<file path="src/rtl/word_descrambler16.sv">
// word_descrambler16: receive-side descrambler for 16-bit words.
// Each accepted word is XORed with the current Galois LFSR state, then the
// LFSR jumps 16 steps ahead. Data passes only after the LFSR has been seeded
// with the transmitter's seed (SYNC). Until then accepted words are
// discarded and counted.
module word_descrambler16 #(
  parameter int unsigned           WIDTH = 16,            // only 16 is supported
  parameter logic [WIDTH-1:0]      POLY  = 16'hB400,      // x^16+x^14+x^13+x^11+1
  parameter logic [WIDTH-1:0]      SEED  = 16'hACE1       // reset state and zero-seed substitute
) (
  input  logic             clk,
  input  logic             rst_n,
  input  logic             seed_load,
  input  logic [WIDTH-1:0] seed_in,
  input  logic             in_valid,
  output logic             in_ready,
  input  logic [WIDTH-1:0] in_data,
  output logic             out_valid,
  input  logic             out_ready,
  output logic [WIDTH-1:0] out_data,
  output logic             synced,
  output logic [WIDTH-1:0] drop_cnt
);

  typedef enum logic {
    UNSYNC = 1'b0,
    SYNC   = 1'b1
  } state_t;

  state_t           state_q;
  logic [WIDTH-1:0] lfsr_q;
  logic             out_valid_q;
  logic [WIDTH-1:0] out_data_q;
  logic [WIDTH-1:0] drop_cnt_q;

  logic [WIDTH-1:0] lfsr_d;   // LFSR advanced by one full word (16 steps)
  logic [WIDTH-1:0] seed_d;   // seed actually loaded; zero would lock the LFSR
  logic             accept;

  // Sixteen Galois steps unrolled into one combinational jump.
  function automatic logic [WIDTH-1:0] adv16(input logic [WIDTH-1:0] s);
    logic [WIDTH-1:0] r;
    r = s;
    for (int i = 0; i < 16; i++) begin
      r = r[0] ? ((r >> 1) ^ POLY) : (r >> 1);
    end
    return r;
  endfunction

  assign lfsr_d = adv16(lfsr_q);
  assign seed_d = (seed_in == '0) ? SEED : seed_in;

  // In UNSYNC the output stage is always empty, so words can always be
  // swallowed; in SYNC the single output register must be free or draining.
  assign in_ready = !seed_load && ((state_q == UNSYNC) || !out_valid_q || out_ready);
  assign accept   = in_valid && in_ready;

  // Sync FSM plus output register, drop counter and keystream state.
  always_ff @(posedge clk or negedge rst_n) begin
    if (!rst_n) begin
      state_q     <= UNSYNC;
      lfsr_q      <= SEED;
      out_valid_q <= 1'b0;
      out_data_q  <= '0;
      drop_cnt_q  <= '0;
    end else if (seed_load) begin
      // Resync: pending output word is flushed and not counted as a drop.
      state_q     <= SYNC;
      lfsr_q      <= seed_d;
      out_valid_q <= 1'b0;
    end else begin
      case (state_q)
        UNSYNC: begin
          if (accept) begin
            drop_cnt_q <= drop_cnt_q + 1'b1;
          end
        end
        SYNC: begin
          if (accept) begin
            out_data_q  <= in_data ^ lfsr_q;
            out_valid_q <= 1'b1;
            lfsr_q      <= lfsr_d;
          end else if (out_valid_q && out_ready) begin
            out_valid_q <= 1'b0;
          end
        end
        default: state_q <= UNSYNC;
      endcase
    end
  end

  assign out_valid = out_valid_q;
  assign out_data  = out_data_q;
  assign synced    = (state_q == SYNC);
  assign drop_cnt  = drop_cnt_q;

endmodule

</file>
<file path="config.mk">
export PLATFORM = sky130hd
export DESIGN_NAME = word_descrambler16
export DESIGN_NICKNAME = d
export VERILOG_FILES = /design/src/rtl/word_descrambler16.sv
export SDC_FILE = /design/constraint.sdc
export NUM_CORES = 1
export LEC_CHECK = 0
export CAP_MARGIN = 10
export CORE_ASPECT_RATIO = 1.2
export CORE_UTILIZATION = 30
export DETAILED_ROUTE_END_ITERATION = 10
export PLACE_DENSITY = 0.59
export REMOVE_ABC_BUFFERS = 1
export SETUP_SLACK_MARGIN = 0.4
export SYNTH_ARGS = -nofsm -noshare
export SYNTH_HDL_FRONTEND = slang
export SYNTH_SLANG_ARGS = --single-unit
</file>
<file path="constraint.sdc">
create_clock -name clk -period 2.7 [get_ports clk]
set_clock_uncertainty 0.15 [all_clocks]
set_input_delay 0.675 -clock clk [delete_from_list [all_inputs] [get_ports clk]]
set_output_delay 0.675 -clock clk [all_outputs]
set_load 0.1 [all_outputs]
</file>
==> impl_metrics.py, run 1 <==
metrics = {
    "run_status": {
        "status": "finished, final reports clean",
    },
    "timing": {
        "worst_slack_ns": 0.440,
        "fin_crit_sh_pct": 83.7,
        "setup_tns_ns": 0,
        "max_slew_margin_pct": 57.3,
        "worstMarginPinSlew_ns": 0.640,
        "rsz0062_at_grt": "false",
        "final-setup-viol-count": 0,
        "hold_violations": 0,
        "slew_viol_final": 0,
        "whs_ns": 0.303,
        "min_period_ns": 2.26,
        "fmax_mhz": 442,
    },
    "global_routing": {
        "grt_pass1_vias": 1912,
        "grtUsageTotal_pct": 13.6,
        "antenna_found_initial": 0,
        "grt_pass1_wl_um": 10200,
        "globalRouteOverflowTotal": 0,
        "grt_max_degree": 51,
    },
    "floorplan": {
        "start_util_pct": 31.3,
        "dieArea_um2": 9980,
        "dieHeight_um": 109,
        "core_area_um2": 9180,
        "fp.dieW_um": 91.4,
        "placementRows": 38,
        "ios": 72,
    },
    "setup_path": {
        "cp_max_fo": 7,
        "cp_data_required_time_ns": 1.88,
        "start_kind": "input pin",
        "setup.worst_path.start": "seed_load",
        "r2r_start": "lfsr_q[3]",
        "arrival_ns": 1.43,
        "cp-end-kind": "primary output",
        "critPathKind": "in -> out",
    },
    "clock_network": {
        "clk_pin_slew_worst_paths_ns": 0.10,
        "post-cts-setup-buffer-count": 0,
        "cts_root_buf": "clkbuf_8",
        "max-clock-path-buffers": 2,
        "cts_buffers": 5,
        "clock_sinks": 50,
        "cts_tree": "built",
        "clock_latency_ns": 0.32,
        "htreeDepth": 2,
    },
    "logic_synthesis": {
        "synth_area_um2": 2880,
        "synth_edf_count": 0,
        "synth_cell_types": 40,
        "ys_ff_latch": 50,
        "async_flop_share_pct": 100,
        "yosysMostFrequentCell": "xnor2_1",
        "yosysSeqAreaShare_pct": 43.9,
        "synth_warnings": 0,
        "synth_common_cells": "xnor2_1 (43), dfrtp_1 (42), nand2_1 (23)",
        "synthesis.instances": 257,
        "synth_top_area_share_pct": 36.6,
        "synth.largest_area_cell": "dfrtp_1",
        "syn_avg_cell_area_um2": 11.2,
        "synth_ff_type": "dfrtp_1",
        "ys_top_cells_by_area": "dfrtp_1 (37%), xnor2_1 (13%), xnor3_1 (7.8%)",
    },
    "final_layout": {
        "multi_input_area_um2": 1480,
        "antenna_cells": 0,
        "seqCellArea_um2": 1260,
        "drive_above_1_share_pct": 23.2,
        "area_growth_pct": 29.7,
        "n_fill_cell": 880,
        "nets": 360,
    },
    "place": {
        "portBuffers": 71,
        "gp_congestion": 0.761,
        "dp_worst_setup_slack_ns": 0.0563,
        "dp_hpwl_um": 4770,
    },
    "drt": {
        "vias": 2035,
        "ant_nets": 0,
        "drtIter0Drc": 113,
        "via_per_inst": 4.59,
        "routedWlPerCell_um": 14.6,
        "drcViolationCount": 0,
        "first_pass_iters": 4,
        "wirelength_um": 6450,
    },
    "power": {
        "vdd_drop_max_mv": 0.305,
        "leakagePower_uw": 0.00164,
        "total_power_uw": 3100,
        "p_per_area_nw_per_um2": 830,
    },
    "worst_hold_path": {
        "hp-class": "in -> async",
    },
    "job": {
        "maxCapViolCount": 0,
    },
}
## through the flow
| stage | std cells | cell area [um^2] | utilization [%] |
|---|---|---|---|
| 6_report | 443 | 3730 | 40.6 |
| 5_1_grt | 443 | 3730 | 40.6 |
| 4_1_cts | 443 | 3720 | 40.6 |
| 3_5_place_dp | 435 | 3600 | 39.2 |
| 3_3_place_gp | 435 | 3600 | 39.2 |
| 2_1_floorplan | 234 | 2730 | - |
## metal layers
layer	global-route usage (%)	up-vias	share of wire, %
li1	-	1006	-
met4	5.10	0	1.5
met3	3.07	5	3.7
met1	17.7	974	47
met2	22.0	50	48
met5	0	-	0
## cell type report
cell class / count / area share (%)
clock buffer: 5 / 1.85
sequential: 50 / 33.8
inverter: 2 / 0.201
clock inverter: 3 / 1.21
multi-input combinational: 182 / 39.6
timing repair buffer: 81 / 19.3
tap: 120 / 4.03
## critical path, cell delays in order
cell	delay [ns]
clkdlybuf4s15_1	0.25
buf_6	0.18
a21oi_4	0.14
buf_12	0.19
## worst paths after layout
check / to / cells past startpoint / slack, ns
min reg2reg: out_data[7] / 2 / 0.34
max in group asynchronous: out_data[6] / 2 / 1.67
min in group clk: out_data[7] / 2 / 0.34
max reg2reg: lfsr_q[12] / 4 / 0.74
max: in_ready / 4 / 0.44
min: drop_cnt[0] / 2 / 0.30
## kinds of logic (layout without fill, tap and decap cells)
logic type | after synthesis | after routing | synth area share, %
adder cells (fa/ha/maj) | 1 | 1 | 0.435
AO/OA/AOI/OAI | 39 | 39 | 8.49
multiplexers | 6 | 6 | 2.31
AND/OR/NAND/NOR | 69 | 69 | 12.9
XOR/XNOR | 67 | 67 | 26.6
buffers and inverters | 25 | 91 | 5.40
flip-flops | 50 | 50 | 43.9
## flip-flops by register name, indices dropped and copies added, names as in the netlist
register and count:
drop_cnt 16, lfsr_q 16, out_data 16, out_valid 1, synced 1
## cells in the final DEF, fill, tap and decap left out, types with 2 or more instances in the layout
cell type,instances
and3_1,4
clkinvlp_4,2
mux2_2,5
a2bb2oi_1,3
inv_1,2
o21a_1,3
dfrtp_1,42
xor2_1,11
nand3_1,7
nand2_1,23
clkbuf_8,5
buf_12,2
nor2_1,5
clkdlybuf4s50_1,33
xnor2_1,43
o211ai_1,2
or3_1,3
a31oi_1,3
nand4_1,3
nor3_1,10
dfstp_2,8
buf_4,42
xnor3_1,10
o32a_1,3
and4_1,4
o21ai_0,22
nor4_1,4
## power breakdown
group	internal [uW]	switching (uW)	leakage (uW)	total (uW)
clock network	276	273	0.0000504	549
registers	894	185	0.000618	1080
logic	614	855	0.000971	1470
total	1780	1310	0.00164	3100
## what timing repair did
| item | CTS | global route |
|---|---|---|
| resized for setup | 6 | 2 |
| hold buffers | 0 | 0 |
| pin swaps | 1 | 0 |
| setup endpoints to repair | 1 | 7 |
Note: power is estimated with default switching activity, not from simulation.
==> run 2, diff against run 1 <==
--- a/config.mk
+++ b/config.mk
@@ -9,7 +9,7 @@
 export CORE_ASPECT_RATIO = 1.2
 export CORE_UTILIZATION = 30
 export DETAILED_ROUTE_END_ITERATION = 10
-export PLACE_DENSITY = 0.59
+export PLACE_DENSITY = 0.61
 export REMOVE_ABC_BUFFERS = 1
 export SETUP_SLACK_MARGIN = 0.4
 export SYNTH_ARGS = -nofsm -noshare
==> constraint.sdc (replaced) <==
create_clock -name clk -period 2 [get_ports clk]
set_clock_uncertainty 0.15 [all_clocks]
set_input_delay 0.5 -clock clk [delete_from_list [all_inputs] [get_ports clk]]
set_output_delay 0.5 -clock clk [all_outputs]
set_load 0.1 [all_outputs]
==> impl_metrics.py, run 2 (same netlist as run 1, synthesis figures left out) <==
metrics = {
    "run_status": {
        "status": "finished, final reports clean",
    },
    "final_layout": {
        "final_cell_mix": "buf_4 (55), buf_12 (38), xnor2_1 (36)",
        "n_fill_cell": 761,
        "area_growth_pct": 75.8,
        "nets": 431,
        "antenna_cells": 0,
        "drive_above_1_share_pct": 52.0,
        "fin_cells": 514,
        "final_common_cell": "buf_4",
    },
    "setup_path": {
        "critPathKind": "reg -> out",
        "max_stage_delay_ns": 0.39,
        "cp-end-kind": "primary output",
        "r2r_start": "lfsr_q[15]",
        "setup.worst_path.start": "out_valid",
        "cpMaxStageDelayCell": "dfrtp_1",
        "arrival_ns": 1.27,
        "cp_max_fo": 2,
        "path_cells": "nor2b_4 -> a21oi_2 -> buf_4 -> buf_12",
        "start_kind": "register",
        "cp_data_required_time_ns": 1.35,
    },
    "global_routing": {
        "grt_max_degree": 51,
        "grt_pass1_wl_um": 12200,
        "antenna_found_initial": 0,
        "globalRouteOverflowTotal": 0,
        "grt_pass1_vias": 2390,
        "grtUsageTotal_pct": 15.7,
    },
    "floorplan": {
        "core_area_um2": 9180,
        "start_util_pct": 31.3,
        "dieHeight_um": 109,
        "dieArea_um2": 9980,
        "ios": 72,
        "fp.dieW_um": 91.4,
        "placementRows": 38,
    },
    "clock_network": {
        "cts_tree": "built",
        "postCtsHoldBufs": 0,
        "htreeDepth": 2,
        "cts_buffers": 5,
        "clock_sinks": 50,
        "clk_pin_slew_worst_paths_ns": 0.09,
        "cts_root_buf": "clkbuf_8",
        "clock_latency_ns": 0.31,
        "max-clock-path-buffers": 2,
    },
    "place": {
        "gp_congestion": 0.780,
        "dp_hpwl_um": 5250,
        "dp_worst_setup_slack_ns": -0.409,
        "placed_cells": 461,
        "portBuffers": 71,
    },
    "job": {
        "maxCapViolCount": 0,
    },
    "timing": {
        "hold_violations": 0,
        "rsz0062_at_grt": "true",
        "fin_crit_sh_pct": 96.0,
        "fmax_mhz": 521,
        "min_period_ns": 1.92,
        "max_slew_margin_pct": 71.3,
        "worstMarginPinSlew_ns": 0.430,
        "final-setup-viol-count": 0,
        "setup_tns_ns": 0,
        "slew_viol_final": 0,
        "worst_slack_ns": 0.0807,
    },
    "worst_hold_path": {
        "hp-class": "in -> async",
    },
    "power": {
        "p_per_area_nw_per_um2": 965,
        "leakagePower_uw": 0.00224,
        "intPower_uw": 2870,
        "swShare_pct": 41.1,
        "clkPwrFrac_pct": 12.7,
        "p_switching_uw": 2010,
        "comb_power_share_pct": 57.7,
        "vdd_drop_max_mv": 0.555,
        "power_frac_seq_pct": 29.6,
    },
    "drt": {
        "drtIter0Drc": 87,
        "routedWlPerCell_um": 15.4,
        "first_pass_iters": 4,
        "ant_nets": 0,
        "via_per_inst": 4.64,
        "vias": 2387,
        "wirelength_um": 7930,
        "drcViolationCount": 0,
    },
}
==> run 2: path summary, 6_finish.rpt <==
path	slack [ns]	cells past startpoint	end
worst max-delay path	0.08	4	in_ready
worst min-delay path	0.0007	2	out_data[13]
worst max register to register	0.12	4	lfsr_q[12]
worst min register to register	0.38	1	drop_cnt[6]
max in group asynchronous	1.38	2	lfsr_q[10]
min in group clk	0.38	1	drop_cnt[6]
==> run 2: worst max-delay path: cells and delay by family, from the launching register on <==
kind | cells | cell delay, ns
and+or+nand+nor | 1 | 0.13
buffers and inverters | 2 | 0.30
DFF | 1 | 0.39
AOI/OAI and AO/OA | 1 | 0.14
==> run 2: per-stage QoR <==
step	hold slack [ns]	utilization [%]	cell area [um^2]	total power (uW)
after global routing	0.0402	55.1	5050	5080
after global placement	0.362	46.0	4220	3820
after CTS	0.0295	51.5	4730	4710
after floorplan	0.0544	-	2730	3000
final	0.000688	55.1	5050	4880
after detailed placement	0.367	46.0	4220	3850
==> run 2: metal layers <==
metal	wire, um	vias to the layer above	GRT usage (%)
met5	0	-	0
met3	241	15	2.51
met4	231	0	7.26
met1	3290	1156	19.3
met2	4170	54	27.3
li1	-	1162	-
==> run 2: power groups by stage <==
| stage | Combinational, uW | Clock (uW) | Sequential (uW) |
|---|---|---|---|
| detailed placement | 2370 | 0 | 1480 |
| global placement | 2350 | 0 | 1470 |
| global route | 2950 | 664 | 1470 |
| finish | 2810 | 619 | 1450 |
| floorplan | 911 | 0 | 2090 |
| CTS | 2630 | 637 | 1440 |
==> run 2: what timing repair did <==
item / CTS / global route
gates cloned: 1 / 1
setup endpoints to repair: 64 / 59
hold endpoints to repair: 0 / 0
gates resized for setup: 86 / 61
pin swaps: 19 / 26
buffers inserted: 28 / 15
==> run 2: cell type report <==
| type | count | area (um^2) | area share, % |
|---|---|---|---|
| multi-input combinational | 183 | 1770 | 35.1 |
| timing repair buffer | 151 | 1750 | 34.7 |
| sequential | 50 | 1280 | 25.3 |
| tap | 120 | 150 | 2.97 |
| clock buffer | 7 | 86.3 | 1.71 |
| inverter | 2 | 7.51 | 0.149 |
| clock inverter | 1 | 5.00 | 0.0990 |
